[src/rtl/sched_if.sv]
// Request/control bundle between the ID/MEM stages and the pipeline scheduler.
// The master drives the stage requests; the scheduler is the slave.
interface sched_if;
    logic        schi_pause_request;
    logic [3:0]  schi_sched_count;
    logic        schi_mem_conflict;
    logic        schi_branch;
    logic [15:0] schi_branch_pc;
    logic        schi_sw_int;
    logic [3:0]  schi_sw_int_id;
    logic        schi_hw_int;
    logic [3:0]  schi_hw_int_id;
    logic        schi_int_enable;
    logic        schi_int_disable;
    logic [15:0] schi_id_pc;

    logic        scho_pc_stall;
    logic        scho_ifid_stall;
    logic        scho_ifid_flush;
    logic        scho_idex_flush;
    logic        scho_pc_load;
    logic [15:0] scho_pc_target;
    logic        scho_int_en;
    logic [7:0]  scho_cause;
    logic [15:0] scho_epc;
    logic [1:0]  scho_state;

    modport master (
        output schi_pause_request, schi_sched_count, schi_mem_conflict, schi_branch,
               schi_branch_pc, schi_sw_int, schi_sw_int_id, schi_hw_int, schi_hw_int_id,
               schi_int_enable, schi_int_disable, schi_id_pc,
        input  scho_pc_stall, scho_ifid_stall, scho_ifid_flush, scho_idex_flush,
               scho_pc_load, scho_pc_target, scho_int_en, scho_cause, scho_epc, scho_state
    );

    modport slave (
        input  schi_pause_request, schi_sched_count, schi_mem_conflict, schi_branch,
               schi_branch_pc, schi_sw_int, schi_sw_int_id, schi_hw_int, schi_hw_int_id,
               schi_int_enable, schi_int_disable, schi_id_pc,
        output scho_pc_stall, scho_ifid_stall, scho_ifid_flush, scho_idex_flush,
               scho_pc_load, scho_pc_target, scho_int_en, scho_cause, scho_epc, scho_state
    );
endinterface

[src/rtl/sched_ctrl.sv]
// Pipeline scheduler for the 16-bit five-stage core: stall/flush/redirect
// control plus interrupt entry, drain and ERET sequencing.
module sched_ctrl #(
    parameter logic [15:0] HANDLER_ADDR = 16'h0008,
    parameter int unsigned INT_DRAIN    = 3
) (
    input  logic   clk,
    input  logic   rst,
    sched_if.slave sif
);

    typedef enum logic [1:0] {
        RUN   = 2'd0,
        STALL = 2'd1,
        DRAIN = 2'd2,
        JUMP  = 2'd3
    } state_t;

    localparam logic [3:0] DRAIN_INIT = 4'(INT_DRAIN - 1);
    // The RUN cycle that takes the interrupt is the first drain cycle, so a
    // one-cycle drain goes straight to the handler jump.
    localparam bit DRAIN_SKIP = (INT_DRAIN <= 1);

    state_t      state;
    logic [3:0]  counter;
    logic        int_en;
    logic [7:0]  cause;
    logic [15:0] epc;

    logic hw_take, sw_take, int_take, eret;

    assign hw_take  = sif.schi_hw_int & int_en;
    assign sw_take  = sif.schi_sw_int & (sif.schi_sw_int_id != 4'hF);
    assign int_take = hw_take | sw_take;
    assign eret     = sif.schi_sw_int & (sif.schi_sw_int_id == 4'hF) & ~hw_take;

    assign sif.scho_int_en = int_en;
    assign sif.scho_cause  = cause;
    assign sif.scho_epc    = epc;
    assign sif.scho_state  = state;

    always_comb begin
        // NOTE: every output gets a default first so no path can infer a latch.
        sif.scho_pc_stall   = 1'b0;
        sif.scho_ifid_stall = 1'b0;
        sif.scho_ifid_flush = 1'b0;
        sif.scho_idex_flush = 1'b0;
        sif.scho_pc_load    = 1'b0;
        sif.scho_pc_target  = 16'h0000;
        if (rst) begin
            unique case (state)
                RUN: begin
                    if (int_take) begin
                        sif.scho_pc_stall   = 1'b1;
                        sif.scho_ifid_flush = 1'b1;
                        sif.scho_idex_flush = 1'b1;
                    end else if (eret) begin
                        sif.scho_pc_load    = 1'b1;
                        sif.scho_pc_target  = epc;
                        sif.scho_ifid_flush = 1'b1;
                    end else if (sif.schi_pause_request ||
                                 (sif.schi_branch && sif.schi_mem_conflict)) begin
                        sif.scho_pc_stall   = 1'b1;
                        sif.scho_ifid_stall = 1'b1;
                        sif.scho_idex_flush = 1'b1;
                    end else if (sif.schi_branch) begin
                        sif.scho_pc_load    = 1'b1;
                        sif.scho_pc_target  = sif.schi_branch_pc;
                    end else if (sif.schi_mem_conflict) begin
                        sif.scho_pc_stall   = 1'b1;
                        sif.scho_ifid_flush = 1'b1;
                    end
                end
                STALL: begin
                    sif.scho_pc_stall   = 1'b1;
                    sif.scho_ifid_stall = 1'b1;
                    sif.scho_idex_flush = 1'b1;
                end
                DRAIN: begin
                    sif.scho_pc_stall   = 1'b1;
                    sif.scho_ifid_flush = 1'b1;
                end
                JUMP: begin
                    sif.scho_pc_load    = 1'b1;
                    sif.scho_pc_target  = HANDLER_ADDR;
                    sif.scho_ifid_flush = 1'b1;
                end
                default: ;
            endcase
        end
    end

    // NOTE: sequential state uses non-blocking assignments only.
    always_ff @(posedge clk or negedge rst) begin
        if (!rst) begin
            state   <= RUN;
            counter <= 4'd0;
            int_en  <= 1'b0;
            cause   <= 8'h00;
            epc     <= 16'h0000;
        end else begin
            unique case (state)
                RUN: begin
                    if (int_take) begin
                        epc     <= hw_take ? sif.schi_id_pc : sif.schi_id_pc + 16'd1;
                        cause   <= hw_take ? {1'b1, 3'b000, sif.schi_hw_int_id}
                                           : {1'b0, 3'b000, sif.schi_sw_int_id};
                        int_en  <= 1'b0;
                        counter <= DRAIN_INIT;
                        state   <= DRAIN_SKIP ? JUMP : DRAIN;
                    end else if (eret) begin
                        int_en <= 1'b1;
                    end else begin
                        if (sif.schi_int_disable)     int_en <= 1'b0;
                        else if (sif.schi_int_enable) int_en <= 1'b1;
                        // The RUN cycle is the first bubble and STALL exits on
                        // counter==0, so count-2 yields count bubbles in total.
                        if (sif.schi_pause_request && sif.schi_sched_count > 4'd1) begin
                            counter <= sif.schi_sched_count - 4'd2;
                            state   <= STALL;
                        end
                    end
                end
                STALL: begin
                    if (counter == 4'd0) state <= RUN;
                    else                 counter <= counter - 4'd1;
                end
                DRAIN: begin
                    if (counter <= 4'd1) begin
                        counter <= 4'd0;
                        state   <= JUMP;
                    end else begin
                        counter <= counter - 4'd1;
                    end
                end
                JUMP: state <= RUN;
                default: state <= RUN;
            endcase
        end
    end

endmodule

[src/flat_wrapper.sv]
// flat-port wrapper written by rule: the top's interface ports become plain ports
module sched_ctrl_flat 
#(
    parameter logic [15:0] HANDLER_ADDR = 16'h0008,
    parameter int unsigned INT_DRAIN    = 3
)
  (clk, rst, sif_schi_pause_request, sif_schi_sched_count, sif_schi_mem_conflict, sif_schi_branch, sif_schi_branch_pc, sif_schi_sw_int, sif_schi_sw_int_id, sif_schi_hw_int, sif_schi_hw_int_id, sif_schi_int_enable, sif_schi_int_disable, sif_schi_id_pc, sif_scho_pc_stall, sif_scho_ifid_stall, sif_scho_ifid_flush, sif_scho_idex_flush, sif_scho_pc_load, sif_scho_pc_target, sif_scho_int_en, sif_scho_cause, sif_scho_epc, sif_scho_state);
  sched_if sif_i ();
  input  logic clk;
  input  logic rst;
  input wire logic [$bits(sif_i.schi_pause_request)-1:0] sif_schi_pause_request;
  input wire logic [$bits(sif_i.schi_sched_count)-1:0] sif_schi_sched_count;
  input wire logic [$bits(sif_i.schi_mem_conflict)-1:0] sif_schi_mem_conflict;
  input wire logic [$bits(sif_i.schi_branch)-1:0] sif_schi_branch;
  input wire logic [$bits(sif_i.schi_branch_pc)-1:0] sif_schi_branch_pc;
  input wire logic [$bits(sif_i.schi_sw_int)-1:0] sif_schi_sw_int;
  input wire logic [$bits(sif_i.schi_sw_int_id)-1:0] sif_schi_sw_int_id;
  input wire logic [$bits(sif_i.schi_hw_int)-1:0] sif_schi_hw_int;
  input wire logic [$bits(sif_i.schi_hw_int_id)-1:0] sif_schi_hw_int_id;
  input wire logic [$bits(sif_i.schi_int_enable)-1:0] sif_schi_int_enable;
  input wire logic [$bits(sif_i.schi_int_disable)-1:0] sif_schi_int_disable;
  input wire logic [$bits(sif_i.schi_id_pc)-1:0] sif_schi_id_pc;
  output wire logic [$bits(sif_i.scho_pc_stall)-1:0] sif_scho_pc_stall;
  output wire logic [$bits(sif_i.scho_ifid_stall)-1:0] sif_scho_ifid_stall;
  output wire logic [$bits(sif_i.scho_ifid_flush)-1:0] sif_scho_ifid_flush;
  output wire logic [$bits(sif_i.scho_idex_flush)-1:0] sif_scho_idex_flush;
  output wire logic [$bits(sif_i.scho_pc_load)-1:0] sif_scho_pc_load;
  output wire logic [$bits(sif_i.scho_pc_target)-1:0] sif_scho_pc_target;
  output wire logic [$bits(sif_i.scho_int_en)-1:0] sif_scho_int_en;
  output wire logic [$bits(sif_i.scho_cause)-1:0] sif_scho_cause;
  output wire logic [$bits(sif_i.scho_epc)-1:0] sif_scho_epc;
  output wire logic [$bits(sif_i.scho_state)-1:0] sif_scho_state;
  assign sif_i.schi_pause_request = sif_schi_pause_request;
  assign sif_i.schi_sched_count = sif_schi_sched_count;
  assign sif_i.schi_mem_conflict = sif_schi_mem_conflict;
  assign sif_i.schi_branch = sif_schi_branch;
  assign sif_i.schi_branch_pc = sif_schi_branch_pc;
  assign sif_i.schi_sw_int = sif_schi_sw_int;
  assign sif_i.schi_sw_int_id = sif_schi_sw_int_id;
  assign sif_i.schi_hw_int = sif_schi_hw_int;
  assign sif_i.schi_hw_int_id = sif_schi_hw_int_id;
  assign sif_i.schi_int_enable = sif_schi_int_enable;
  assign sif_i.schi_int_disable = sif_schi_int_disable;
  assign sif_i.schi_id_pc = sif_schi_id_pc;
  assign sif_scho_pc_stall = sif_i.scho_pc_stall;
  assign sif_scho_ifid_stall = sif_i.scho_ifid_stall;
  assign sif_scho_ifid_flush = sif_i.scho_ifid_flush;
  assign sif_scho_idex_flush = sif_i.scho_idex_flush;
  assign sif_scho_pc_load = sif_i.scho_pc_load;
  assign sif_scho_pc_target = sif_i.scho_pc_target;
  assign sif_scho_int_en = sif_i.scho_int_en;
  assign sif_scho_cause = sif_i.scho_cause;
  assign sif_scho_epc = sif_i.scho_epc;
  assign sif_scho_state = sif_i.scho_state;
  sched_ctrl #(.HANDLER_ADDR(HANDLER_ADDR), .INT_DRAIN(INT_DRAIN)) u_core (.clk(clk), .rst(rst), .sif(sif_i));
endmodule
[config.mk]
export PLATFORM = sky130hd
export DESIGN_NAME = sched_ctrl_flat
export DESIGN_NICKNAME = d
export VERILOG_FILES = /design/src/rtl/sched_if.sv /design/src/rtl/sched_ctrl.sv /design/src/flat_wrapper.sv
export SDC_FILE = /design/constraint.sdc
export NUM_CORES = 1
export LEC_CHECK = 0
export ABC_AREA = 0
export BUFFER_PORTS_ARGS = -buffer_cell sky130_fd_sc_hd__clkbuf_2
export CAP_MARGIN = 10
export CORE_MARGIN = 4
export CORE_UTILIZATION = 25
export DETAILED_ROUTE_END_ITERATION = 8
export GPL_ROUTABILITY_DRIVEN = 0
export GPL_TIMING_DRIVEN = 1
export SETUP_SLACK_MARGIN = 0.1
export SLEW_MARGIN = 15
export SYNTH_ARGS = -nofsm -noshare
export SYNTH_HDL_FRONTEND = slang
export SYNTH_SLANG_ARGS = --single-unit
export TNS_END_PERCENT = 100
[constraint.sdc]
create_clock -name clk -period 2.2 [get_ports clk]
set_input_delay 0.33 -clock clk [delete_from_list [all_inputs] [get_ports clk]]
set_output_delay 0.33 -clock clk [all_outputs]
set_load 0.02 [all_outputs]
* After elaboration in Yosys (flattened, before gate mapping)
Index checks and enable logic that the tools add are counted.
** Word-level totals
- Register bits after elaboration :: 31
- Input port bits :: 53
- Output and inout bits :: 48
- Word-level logic and storage cells :: 89
** Operators by class
- Add/subtract/negate cells :: 3
- Magnitude comparators :: 2
- Equality and inequality tests :: 10
- Mux-type cells :: 50
- Bitwise operators :: 6
- Reductions and logical operators :: 13
** Operators by type and width (count)
- $mux W16 :: 6
- $pmux W16 S2 :: 1
- $mux W1 :: 25
- $mux W4 :: 5
- $add A16 B1 Y16 const B :: 1
- $pmux W4 S3 :: 1
- $mux W2 :: 5
- $pmux W1 S2 :: 5
- $mux W8 :: 1
- $pmux W2 S4 :: 1
- $reduce_and A4 Y1 :: 2
- $and A1 B1 Y1 :: 4
- $eq A2 B2 Y1 const B :: 2
- $eq A4 B4 Y1 const B :: 1
- $gt A4 B1 Y1 const B :: 1
- $le A4 B1 Y1 const B :: 1
- $logic_not A4 Y1 :: 1
- $ne A2 B1 Y1 const B :: 2
- $ne A4 B4 Y1 const B :: 1
- $reduce_and A2 Y1 :: 2
- $reduce_bool A4 Y1 :: 1
- $reduce_or A2 Y1 :: 2
- $sub A4 B1 Y4 const B :: 1
- $sub A4 B2 Y4 const B :: 1
- 10 further kinds :: 11

* Depth between registers and ports, before layout
- Depth after elaboration :: 7
- Depth in mapped cells :: 7
- Mapped depth without buffers :: 7

* Worst setup path before layout
OpenSTA, ideal clock, no wires.
- Path type :: register to output
- Start :: reg u_core.state[0], in the netlist u_core.sif.scho_state[0]
- End :: out sif_scho_pc_load
- Arrival time :: 1837 ps
- Required time :: 1870 ps
- Slack :: 33 ps
- Stages on the path, launching flop included :: 6
- Path buffers :: 0
- Cell sequence :: dfrtp_1 -> inv_1 -> ha_1 -> and2b_1 -> nand3_2 -> o21ai_0
** Between the ends
- Longest elaborated chain between the ends :: 3
- Elaborated cells between the ends (all ways) :: 4
- Classes of those cells :: eq/ne (1); mux (2); reduce/logical (1)
** Ends and longest elaborated chain
- start, declared :: RTL line sched_ctrl.sv:24 : state_t state;
- start signal, assigned :: RTL line sched_ctrl.sv:110 : state <= DRAIN_SKIP ? JUMP : DRAIN;
- $eq A2 B2 Y1 / $logic_not A2 Y1 (equally long branches) :: RTL line sched_ctrl.sv:51 : unique case (state)
- $pmux W1 S2 (*) :: RTL line sched_ctrl.sv:51
- $mux W1 (*) :: RTL line sched_ctrl.sv:50 : if (rst) begin
- end, declared :: RTL line flat_wrapper.sv:27 : output wire logic [$bits(sif_i.scho_pc_load)-1:0] sif_scho_pc_load;
Every way passes the cells marked *; elsewhere a longest branch is shown, timed or not.

* Worst setup path in the final report
- Start :: reg u_core.state[1], in the netlist u_core.sif.scho_state[1]
- End :: out sif_scho_pc_target[3]
** Between the ends
- Longest elaborated chain between the ends :: 3
- Elaborated cells between the ends (all ways) :: 4
- Classes of those cells :: eq/ne (1); mux (2); reduce/logical (1)
** Ends and longest elaborated chain
- $eq A2 B2 Y1 / $logic_not A2 Y1 (equally long branches) :: RTL line sched_ctrl.sv:51
- $pmux W16 S2 (*) :: RTL line sched_ctrl.sv:51
- $mux W16 (*) :: RTL line sched_ctrl.sv:50
- end, declared :: RTL line flat_wrapper.sv:28 : output wire logic [$bits(sif_i.scho_pc_target)-1:0] sif_scho_pc_target;
Marks and branches as above.

==> results.json <==
{
  "vias": 2309,
  "outcome": "completed",
  "area_growth_pct": 50.6,
  "leakagePower_nw": 1.43,
  "ys.flop_type": "dfrtp_1",
  "worstSetupPathType": "register to output pin",
  "rsz0062_at_grt": "yes",
  "crit_family": "flip-flops",
  "ys_seq_elements": 28,
  "start_util_pct": 25.9,
  "dp_cells": 468,
  "dpl.hpwl_microns": 5880,
  "cp_cell_sequence": "inv_2 > ha_4 > and2b_2 > nand3_4 > buf_12 > o21ai_4 > buf_8",
  "end_kind": "output pin",
  "synthCells": 264,
  "grt_util_all_layers_pct": 14.1,
  "synth.area.top_cells": "dfrtp_1 33%, nand2_1 6.3%, nand3_1 5.3%",
  "io_buffers": 97,
  "critical_path.max_fanout": 6,
  "grt_pass1_vias": 2342,
  "cts_hold_buf": 0,
  "cp.required_ns": 1.87,
  "cts_max_level": 1,
  "period_needed_ns": 2.11,
  "mappedNetlistArea_sq_um": 2150,
  "n_antenna_cell": 0,
  "layout-drive-gt1-share_pct": 46.8,
  "worstSkewPairLatency_ns": 0.28,
  "max_freq_mhz": 474,
  "async_flop_share_pct": 100,
  "design_area_sq_um": 3240,
  "final_util_pct": 39.0,
  "worstHoldPathType": "input port to asynchronous set/reset pin",
  "synth-seq-area-share_pct": 32.6,
  "stdcell_count": 483,
  "postRouteAntennaNets": 0,
  "synth_top_area_cell": "dfrtp_1",
  "wl_microns": 7360,
  "crit_buf_inv": 3,
  "crit_path_top_delay_cell": "dfrtp_1",
  "die_area_sq_um": 10200,
  "avgRoutedWirePerCell_microns": 15.2,
  "fp.coreArea_sq_um": 8300,
  "setup-violations-final": 0,
  "synth_edf_count": 0,
  "skew_ns": 0.0149,
  "cap_violations": 0,
  "arrival_ns": 1.78,
  "grt_pass1_wl_microns": 11600,
  "rows": 33,
  "io_pins": 101,
  "die_y_microns": 101,
  "cts.sinks": 28,
  "vias_per_cell": 4.78,
  "clockBufferDepth": 2,
  "timing.slew.headroom_pct": 62.9,
  "drt_first_pass_iters": 6,
  "nets": 440,
  "first_iter_violations": 71,
  "numCtsBuffers": 3,
  "fp.dieW_microns": 101,
  "path_clk_slew_ns": 0.11,
  "cts_tree": "done",
  "drv_slew": 0,
  "hold_viol": 0,
  "p_per_area_nw_per_um2": 1100,
  "fin_crit_sh_pct": 95.8,
  "antenna_found_initial": 0,
  "drc_errors": 0,
  "grt_overflow": 0,
  "hold_slack_ns": 0.0884,
  "postSynthAreaPerCell_sq_um": 8.15,
  "yosysTopAreaCellShare_pct": 32.6,
  "root_buffer": "clkbuf_8",
  "tightest_slew_ns": 0.550,
  "ys_warn_count": 0,
  "fillCellCount": 863,
  "yosysMostFrequentCell": "nand2_1",
  "dpl_cell_area_sq_um": 2810,
  "synth_cell_types": 52,
  "grt_max_degree": 18,
  "cp_slowest_stage_delay_ns": 0.42,
  "finalPower_mw": 3.57,
  "synthTopCellsByCount": "36 x nand2_1, 28 x dfrtp_1, 27 x nor2_1",
  "peakVddDrop_uv": 418,
  "start_kind": "register"
}
-- final timing paths --
check                                    startpoint                       end  slack [ns]  cells past startpoint
setup / recovery           u_core.sif.scho_state[1]     sif_scho_pc_target[3]        0.09                      7
hold / removal                                  rst  u_core.sif.scho_cause[3]        0.09                      2
setup reg to reg           u_core.sif.scho_state[0]         u_core.counter[0]        0.20                      6
hold reg to reg            u_core.sif.scho_cause[7]  u_core.sif.scho_cause[7]        0.52                      1
max in group asynchronous                       rst    u_core.sif.scho_epc[6]        1.90                      2
min in group clk              sif_schi_hw_int_id[0]  u_core.sif.scho_cause[0]        0.27                      3
-- logic make-up (layout without fill, tap and decap cells) --
logic type	Yosys count	after routing	share of synthesized area (%)
and+or+nand+nor	112	112	25.8
AOI/OAI and AO/OA	68	68	21.5
DFF	28	28	32.6
buffers and inverters	26	138	6.22
xor gates and xnor gates	16	16	6.51
adders and majority gates	8	8	4.65
muxes	5	5	2.56
other	1	3	0.174
-- layer usage --
layer,up-vias,wire length (microns),part of all wire (%),GRT usage (%)
li1,1149,-,-,-
met1,1089,3330,45,19.3
met2,65,3570,48,23.2
met3,6,404,5.5,2.84
met4,0,61,0.83,2.69
met5,-,0,0,0
-- cell usage in the layout, fill, tap and decap left out, types with 4 or more instances in the layout --
cell type,instances
o21ai_1,4
a21oi_4,5
nor2_1,25
a31oi_1,5
nand2_2,8
dfrtp_1,28
o21ai_0,5
a21oi_1,17
buf_8,5
nand3_1,23
xnor2_1,7
clkbuf_2,79
nand2_1,26
a21oi_2,12
inv_1,9
buf_4,28
ha_1,7
nand4_1,4
xor2_1,9
mux2_2,4
buf_6,8
-- cell type report --
type | count | area, sq um | share of cell area [%]
tap | 105 | 131 | 4.05
multi-input combinational | 212 | 1470 | 45.2
clock buffer | 3 | 41.3 | 1.27
timing repair buffer | 123 | 831 | 25.6
clock inverter | 1 | 30.0 | 0.927
sequential | 28 | 701 | 21.6
inverter | 11 | 41.3 | 1.27
-- state kept, by name (all words and copies together) (netlist names) --
| name | cells |
|---|---|
| u_core.sif.scho_state | 2 |
| u_core.counter | 4 |
| u_core.sif.scho_epc | 16 |
| u_core.sif.scho_cause | 5 |
| u_core.sif.scho_int_en | 1 |
-- stage by stage --
| stage | setup TNS (ns) | setup slack, ns |
|---|---|---|
| after floorplan | 0 | 0.140 |
| after global placement | 0 | 0.225 |
| after detailed placement | 0 | 0.180 |
| after CTS | 0 | 0.00581 |
| after global routing | -0.000956 | -0.000897 |
| final | 0 | 0.0916 |
-- power by group --
part           switching (mW)  internal (mW)  total [mW]
clock                   0.163          0.244       0.407
combinational            1.23          0.934        2.17
sequential              0.228          0.766       0.993
-- what timing repair did --
item / in CTS / in global routing
gates resized for setup: 41 / 53
endpoints found under the setup margin: 19 / 20
gates cloned: 2 / 0
setup buffers: 5 / 4
pin swaps: 6 / 14
Note: power is estimated with default switching activity, not from simulation.
